--- config.mk ---
export PLATFORM = sky130hd
export DESIGN_NAME = fetch_sequencer_flat
export DESIGN_NICKNAME = d
export VERILOG_FILES = /design/src/rtl/fetch_sequencer_if.sv /design/src/rtl/fetch_sequencer.sv /design/src/flat_wrapper.sv
export SDC_FILE = /design/constraint.sdc
export NUM_CORES = 1
export LEC_CHECK = 0
export BUFFER_PORTS_ARGS = -buffer_cell sky130_fd_sc_hd__buf_4
export CAP_MARGIN = 40
export CORE_ASPECT_RATIO = 1.5
export CORE_MARGIN = 2
export CORE_UTILIZATION = 49
export DETAILED_ROUTE_END_ITERATION = 10
export PLACE_DENSITY = 0.78
export REMOVE_ABC_BUFFERS = 1
export SLEW_MARGIN = 25
export SYNTH_ARGS = -nofsm -noshare
export SYNTH_HDL_FRONTEND = slang
export SYNTH_SLANG_ARGS = --single-unit
--- constraint.sdc ---
create_clock -name clk -period 2.28 [get_ports clk]
set_input_delay 0.228 -clock clk [delete_from_list [all_inputs] [get_ports clk]]
set_output_delay 0.228 -clock clk [all_outputs]
set_load 0.005 [all_outputs]
--- src/rtl/fetch_sequencer_if.sv ---
// rtl/fetch_sequencer_if.sv - nic8 fetch stage bus: ROM, data bus, decoder controls and fetch outputs
interface fetch_sequencer_if;
    logic [7:0]  romData;
    logic [7:0]  dataBus;
    logic        doJump;
    logic        assertRom;
    logic        runMode;
    logic        step;
    logic [7:0]  pc;
    logic [7:0]  ir;
    logic        execEnable;
    logic        fetching;
    logic [15:0] instrCount;

    modport master (
        output romData, dataBus, doJump, assertRom, runMode, step,
        input  pc, ir, execEnable, fetching, instrCount
    );

    modport slave (
        input  romData, dataBus, doJump, assertRom, runMode, step,
        output pc, ir, execEnable, fetching, instrCount
    );
endinterface

--- src/rtl/fetch_sequencer.sv ---
// rtl/fetch_sequencer.sv - nic8 instruction fetch and program counter stage
module fetch_sequencer #(
    parameter logic [7:0] RESET_PC = 8'h00
) (
    input  logic              clk,
    input  logic              reset,
    fetch_sequencer_if.slave  bus
);

    // One-hot so that fetching/execEnable are direct flop outputs
    typedef enum logic [2:0] {
        IDLE  = 3'b001,
        FETCH = 3'b010,
        EXEC  = 3'b100
    } state_t;

    state_t      state_q, state_d;
    logic [7:0]  pc_q, pc_d;
    logic [7:0]  ir_q, ir_d;
    logic [15:0] instr_count_q, instr_count_d;
    logic        step_prev_q, step_prev_d;
    logic        step_edge;

    assign step_edge = bus.step & ~step_prev_q;

    always_ff @(posedge clk) begin
        if (reset) begin
            state_q       <= IDLE;
            pc_q          <= RESET_PC;
            ir_q          <= 8'h00;
            instr_count_q <= 16'h0000;
            step_prev_q   <= 1'b0;
        end else begin
            state_q       <= state_d;
            pc_q          <= pc_d;
            ir_q          <= ir_d;
            instr_count_q <= instr_count_d;
            step_prev_q   <= step_prev_d;
        end
    end

    always_comb begin
        state_d = state_q;
        case (state_q)
            IDLE:    if (bus.runMode || step_edge) state_d = FETCH;
            FETCH:   state_d = EXEC;
            EXEC:    state_d = bus.runMode ? FETCH : IDLE;
            default: state_d = IDLE;
        endcase
    end

    // Jump beats immediate consume; decoder controls only matter in EXEC
    always_comb begin
        pc_d          = pc_q;
        ir_d          = ir_q;
        instr_count_d = instr_count_q;
        step_prev_d   = bus.step;
        case (state_q)
            FETCH: begin
                ir_d = bus.romData;
                pc_d = pc_q + 8'd1;
            end
            EXEC: begin
                if (bus.doJump) begin
                    pc_d = bus.dataBus;
                end else if (bus.assertRom) begin
                    pc_d = pc_q + 8'd1;
                end
                instr_count_d = instr_count_q + 16'd1;
            end
            default: ;
        endcase
    end

    always_comb begin
        bus.pc         = pc_q;
        bus.ir         = ir_q;
        bus.instrCount = instr_count_q;
        bus.fetching   = state_q[1];
        bus.execEnable = state_q[2];
    end

endmodule

--- src/flat_wrapper.sv ---
// flat-port wrapper written by rule: the top's interface ports become plain ports
module fetch_sequencer_flat 
#(
    parameter logic [7:0] RESET_PC = 8'h00
)
  (clk, reset, bus_romData, bus_dataBus, bus_doJump, bus_assertRom, bus_runMode, bus_step, bus_pc, bus_ir, bus_execEnable, bus_fetching, bus_instrCount);
  fetch_sequencer_if bus_i ();
  input  logic clk;
  input  logic reset;
  input wire logic [$bits(bus_i.romData)-1:0] bus_romData;
  input wire logic [$bits(bus_i.dataBus)-1:0] bus_dataBus;
  input wire logic [$bits(bus_i.doJump)-1:0] bus_doJump;
  input wire logic [$bits(bus_i.assertRom)-1:0] bus_assertRom;
  input wire logic [$bits(bus_i.runMode)-1:0] bus_runMode;
  input wire logic [$bits(bus_i.step)-1:0] bus_step;
  output wire logic [$bits(bus_i.pc)-1:0] bus_pc;
  output wire logic [$bits(bus_i.ir)-1:0] bus_ir;
  output wire logic [$bits(bus_i.execEnable)-1:0] bus_execEnable;
  output wire logic [$bits(bus_i.fetching)-1:0] bus_fetching;
  output wire logic [$bits(bus_i.instrCount)-1:0] bus_instrCount;
  assign bus_i.romData = bus_romData;
  assign bus_i.dataBus = bus_dataBus;
  assign bus_i.doJump = bus_doJump;
  assign bus_i.assertRom = bus_assertRom;
  assign bus_i.runMode = bus_runMode;
  assign bus_i.step = bus_step;
  assign bus_pc = bus_i.pc;
  assign bus_ir = bus_i.ir;
  assign bus_execEnable = bus_i.execEnable;
  assign bus_fetching = bus_i.fetching;
  assign bus_instrCount = bus_i.instrCount;
  fetch_sequencer #(.RESET_PC(RESET_PC)) u_core (.clk(clk), .reset(reset), .bus(bus_i));
endmodule
# ---- Yosys cells after proc, flatten, opt, wreduce, memory -nomap -nowiden
# Cells that the tools add are included.
dict set report word_totals {
  romBits 0
  ramBits 0
  latch_bits 0
  reg_bits 36
  elab_cells 23
  memories 0
}
dict set report classes {
  addsub 2
  order_cmp 0
  bitwise_logic 2
  n_mux 6
  reduce_logical 3
  div 0
  mul 0
  n_eq_ne 5
  n_shift 0
}
# operator count
set ops {}
lappend ops {{16-bit by 1-bit adder with 16-bit output (second input constant)} 1}
lappend ops {{8-bit 2-to-1 mux} 2}
lappend ops {{8-bit one-hot mux with 2 select lines} 1}
lappend ops {{3-bit one-hot mux with 3 select lines} 1}
lappend ops {{8-bit by 1-bit adder with 8-bit output (second input constant)} 1}
lappend ops {{3-bit by 1-bit == test with 1-bit output (second input constant)} 1}
lappend ops {{3-bit by 2-bit == test with 1-bit output (second input constant)} 1}
lappend ops {{3-bit == test (second input constant)} 1}
lappend ops {{3-bit 2-to-1 mux} 1}
lappend ops {{3-bit != test (second input constant)} 1}
lappend ops {{2-bit 2-to-1 mux} 1}
lappend ops {{2-bit by 1-bit != test with 1-bit output (second input constant)} 1}
lappend ops {{2-bit AND reduction} 1}
lappend ops {{2-bit nonzero test} 1}
lappend ops {{1-bit AND} 1}
lappend ops {{1-bit logical OR} 1}
lappend ops {{1-bit NOT} 1}

# ---- Longest topological paths before layout
dict set report depth {
  depth_word 5
  depth_mapped 7
  mapped_depth_nobuf 5
}

# ---- Worst setup path after synthesis
# Ideal clock, no wire load.
dict set report synth_timing {
  path_type {register to register}
  start {register u_core.state_q[2]}
  end {register u_core.instr_count_q[12], in the netlist u_core.bus.instrCount[12]}
  slack_ns 0.374
  stages_incl_launch_ff 5
  arrival_ns 1.836
  setup_ns 0.070
  t_required_ns 2.210
  period_less_slack_ns 1.906
  cell_sequence {dfxtp_1 or3b_4 or4_4 or3_1 a21oi_1}
}
dict set report synth_between {
  elab_chain_cells 1
}
# element line
set synth_rtl {}
lappend synth_rtl {{start, declared} fetch_sequencer.sv:17} ;# state_t state_q, state_d;
lappend synth_rtl {{start signal, assigned} fetch_sequencer.sv:34} ;# state_q <= state_d;
lappend synth_rtl {{3-bit == test} fetch_sequencer.sv:58} ;# case (state_q)
lappend synth_rtl {{end signal, assigned} fetch_sequencer.sv:37} ;# instr_count_q <= instr_count_d;
lappend synth_rtl {{end, declared} fetch_sequencer.sv:20} ;# logic [15:0] instr_count_q, instr_count_d;
# No other way between the ends.
# A chain may end at the register's enable or synchronous reset.

# ---- Final worst setup path
dict set report layout_timing {
  start {register u_core.state_q[2]}
  end {register u_core.instr_count_q[14], in the netlist u_core.bus.instrCount[14]}
}
# Same word-level chain as after synthesis.

==> summary.txt <==
Cells and area
  – Synth-to-Final Area Change: 33.2%
  – Diode count: 0
  – Area of the multi-input gates: 892 µm²
  – FILL cells: 296
  – Register area: 721 µm²
  – Nets: 271
  – Layout cells sized above 1: 0.294
  – Post-route cell area: 2210 µm²

Yosys
  – Yosys reg bits: 36
  – Post-synth EDFFs: 0
  – Post-Syn Area: 1660 µm²
  – Synth Flop Type: dfxtp_1
  – Yosys top cell by area: dfxtp_1
  – Post-synth cell types: 40
  – Post-Synthesis Cells: 190
  – Synth warn: 0
  – Top cell type's share of synthesized area: 0.433
  – Async set-reset flop share out of synthesis: 0
  – Most frequent cell after synthesis: dfxtp_1
  – Top post-synthesis cells by count: dfxtp_1 (36), nor2_1 (22), nand2_1 (15)
  – Seq/Total Area, Yosys: 0.433
  – Leading cell types by total area after synthesis: dfxtp_1 (43%), mux2i_1 (5.4%), nor2_1 (5.0%)
  – Syn Area/Cell: 8.75 µm²

Place
  – Dpl ws: 0.298 ns
  – Placed Area: 2120 µm²
  – IO Port Bufs: 55
  – Final HPWL DP: 2.73 mm
  – GPL Wtd Cong: 0.836

Global routing
  – GRT Util Overall: 0.201
  – Initial antenna violation count: 0
  – Vias in the first global route: 1415
  – First-pass GRT wire length: 5.89 mm
  – GRT overflow: 0
  – Largest net degree at the start of global routing: 36

Routing
  – Routed Antenna Nets: 0
  – Residual DRC: 0
  – Drt initial violations: 12
  – Vias per cell: 5.44
  – WL final: 3.72 mm
  – Vias: 1567
  – Pre-antenna DRT Iters: 4
  – Wire per inst: 12.9 µm

Timing
  – Rel. slew slack: 0.741
  – Fmax: 0.503 GHz
  – Max-slew violations: 0
  – Crit path time final: 1.99 ns
  – Final setup viols: 0
  – Fin Setup TNS: 0 ns
  – Worst Tran Pin Value: 0.389 ns
  – Fin worst setup slack: 0.292 ns
  – RSZ-0062 raised after global routing: false
  – Final Hold Viols: 0
  – Fin Clk Skew: 0.00682 ns
  – Fin crit share: 0.872

Power
  – Switching share of power: 0.231
  – P per Cell Area: 551 nW/µm²
  – Clock group share of total power: 0.381
  – Internal power: 0.939 mW
  – Pleak: 0.847 nW
  – Logic pwr share: 0.086
  – Sequential share of power: 0.532
  – Switch Pwr: 0.282 mW
  – Maximum VDD drop: 0.452 mV

Floorplan
  – Height of the die: 75.3 µm
  – Core area: 3190 µm²
  – Row count: 25
  – Total Die Area: 3890 µm²
  – I/O pins: 56
  – Die width: 51.6 µm
  – Starting density of the core: 0.521

Clocking
  – CTS clk-pin slew, worst paths: 0.07 ns
  – Clk sink count: 36
  – Cts hold-fix bufs: 0
  – Max clock buf depth: 2
  – Post_cts resized: 0
  – TritonCTS Buffers: 5
  – H-tree levels: 2
  – CTS tree: done
  – Worst-Skew Late Latency: 0.29 ns
  – CTS root buffer: clkbuf_8
  – Post-CTS setup buffer count: 0

Hold path
  – Hold crit path type: in -> reg

Worst setup path
  – Worst Setup Path Type: reg -> reg
  – Required time of the critical path: 2.51 ns
  – Crit-path max FO: 8
  – Crit path DAT: 2.21 ns
  – Setup crit start kind: flip-flop
  – Worst Setup End Kind: flip-flop

Flow run
  – Max_cap viols: 0

Status
  – Status: finished, final reports clean
## worst max-delay path: stages, from the launching register on
cell     delay (ns)
dfxtp_1        0.43
or3b_4         0.44
or4_4          0.57
or3_1          0.36
a21oi_1        0.13
## per-layer routing
layer  GRT usage  share of wire
met5           0              0
met4       0.117          0.023
met3      0.0529          0.054
met2       0.353           0.51
met1       0.216           0.41
## final cells by class
type / instances / share of cell area
clock inverters: 1 / 0.00339
clock buffers: 7 / 0.0390
inverters: 4 / 0.00678
flip-flops and latches: 36 / 0.325
multi-input cells: 141 / 0.403
well taps: 40 / 0.0226
repair buffers: 59 / 0.200
## registers in the layout, indices dropped and copies added, names as in the netlist
signal and cells:
u_core.bus.ir 8, u_core.bus.pc 8, u_core.state_q 3, u_core.step_prev_q 1, u_core.bus.instrCount 16
## per-stage QoR
step                utilization  power, mW  std cells  hold slack, ns
floorplan                     -      0.703        181           0.297
global placement          0.665      0.768        280           0.446
detailed placement        0.665      0.770        280           0.456
CTS                       0.694       1.24        288           0.146
global route              0.694       1.27        288           0.149
finish                    0.694       1.22        288           0.153
## cell usage in the layout (no fill, tap or decap), types with 6 or more instances in the layout
cell	Yosys	final
nand2_1	15	15
xor2_1	6	6
or3_1	6	6
dfxtp_1	36	36
nor3_1	8	8
a21oi_1	13	13
mux2i_1	9	9
o21ai_0	8	8
nor2_1	22	22
buf_4	0	59
clkbuf_8	0	6
nand4_1	6	6
## cells by family after synthesis
family,count (synthesis),synth area share
XOR/XNOR,9,0.0474
adder cells (fa/ha/maj),2,0.0150
AND/OR/NAND/NOR,84,0.272
multiplexers,10,0.0609
AO/OA/AOI/OAI,36,0.137
buffers and inverters,13,0.0339
flip-flops,36,0.433
## power groups by stage
stage	clock [mW]	combinational (mW)	sequential [mW]
after floorplan	0	0.0347	0.669
after global placement	0	0.105	0.663
after detailed placement	0	0.106	0.664
after CTS	0.481	0.106	0.649
after global routing	0.501	0.117	0.651
final	0.466	0.106	0.650
## final timing paths
kind,cells after the start,slack [ns],to,from
worst min-delay path,2,0.15,u_core.step_prev_q,bus_step
worst max register to register,4,0.29,u_core.bus.instrCount[14],u_core.state_q[2]
worst min register to register,2,0.49,u_core.bus.instrCount[15],u_core.bus.instrCount[15]
worst max-delay path,4,0.29,u_core.bus.instrCount[14],u_core.state_q[2]
No activity file was read; power rests on OpenSTA's default activity.
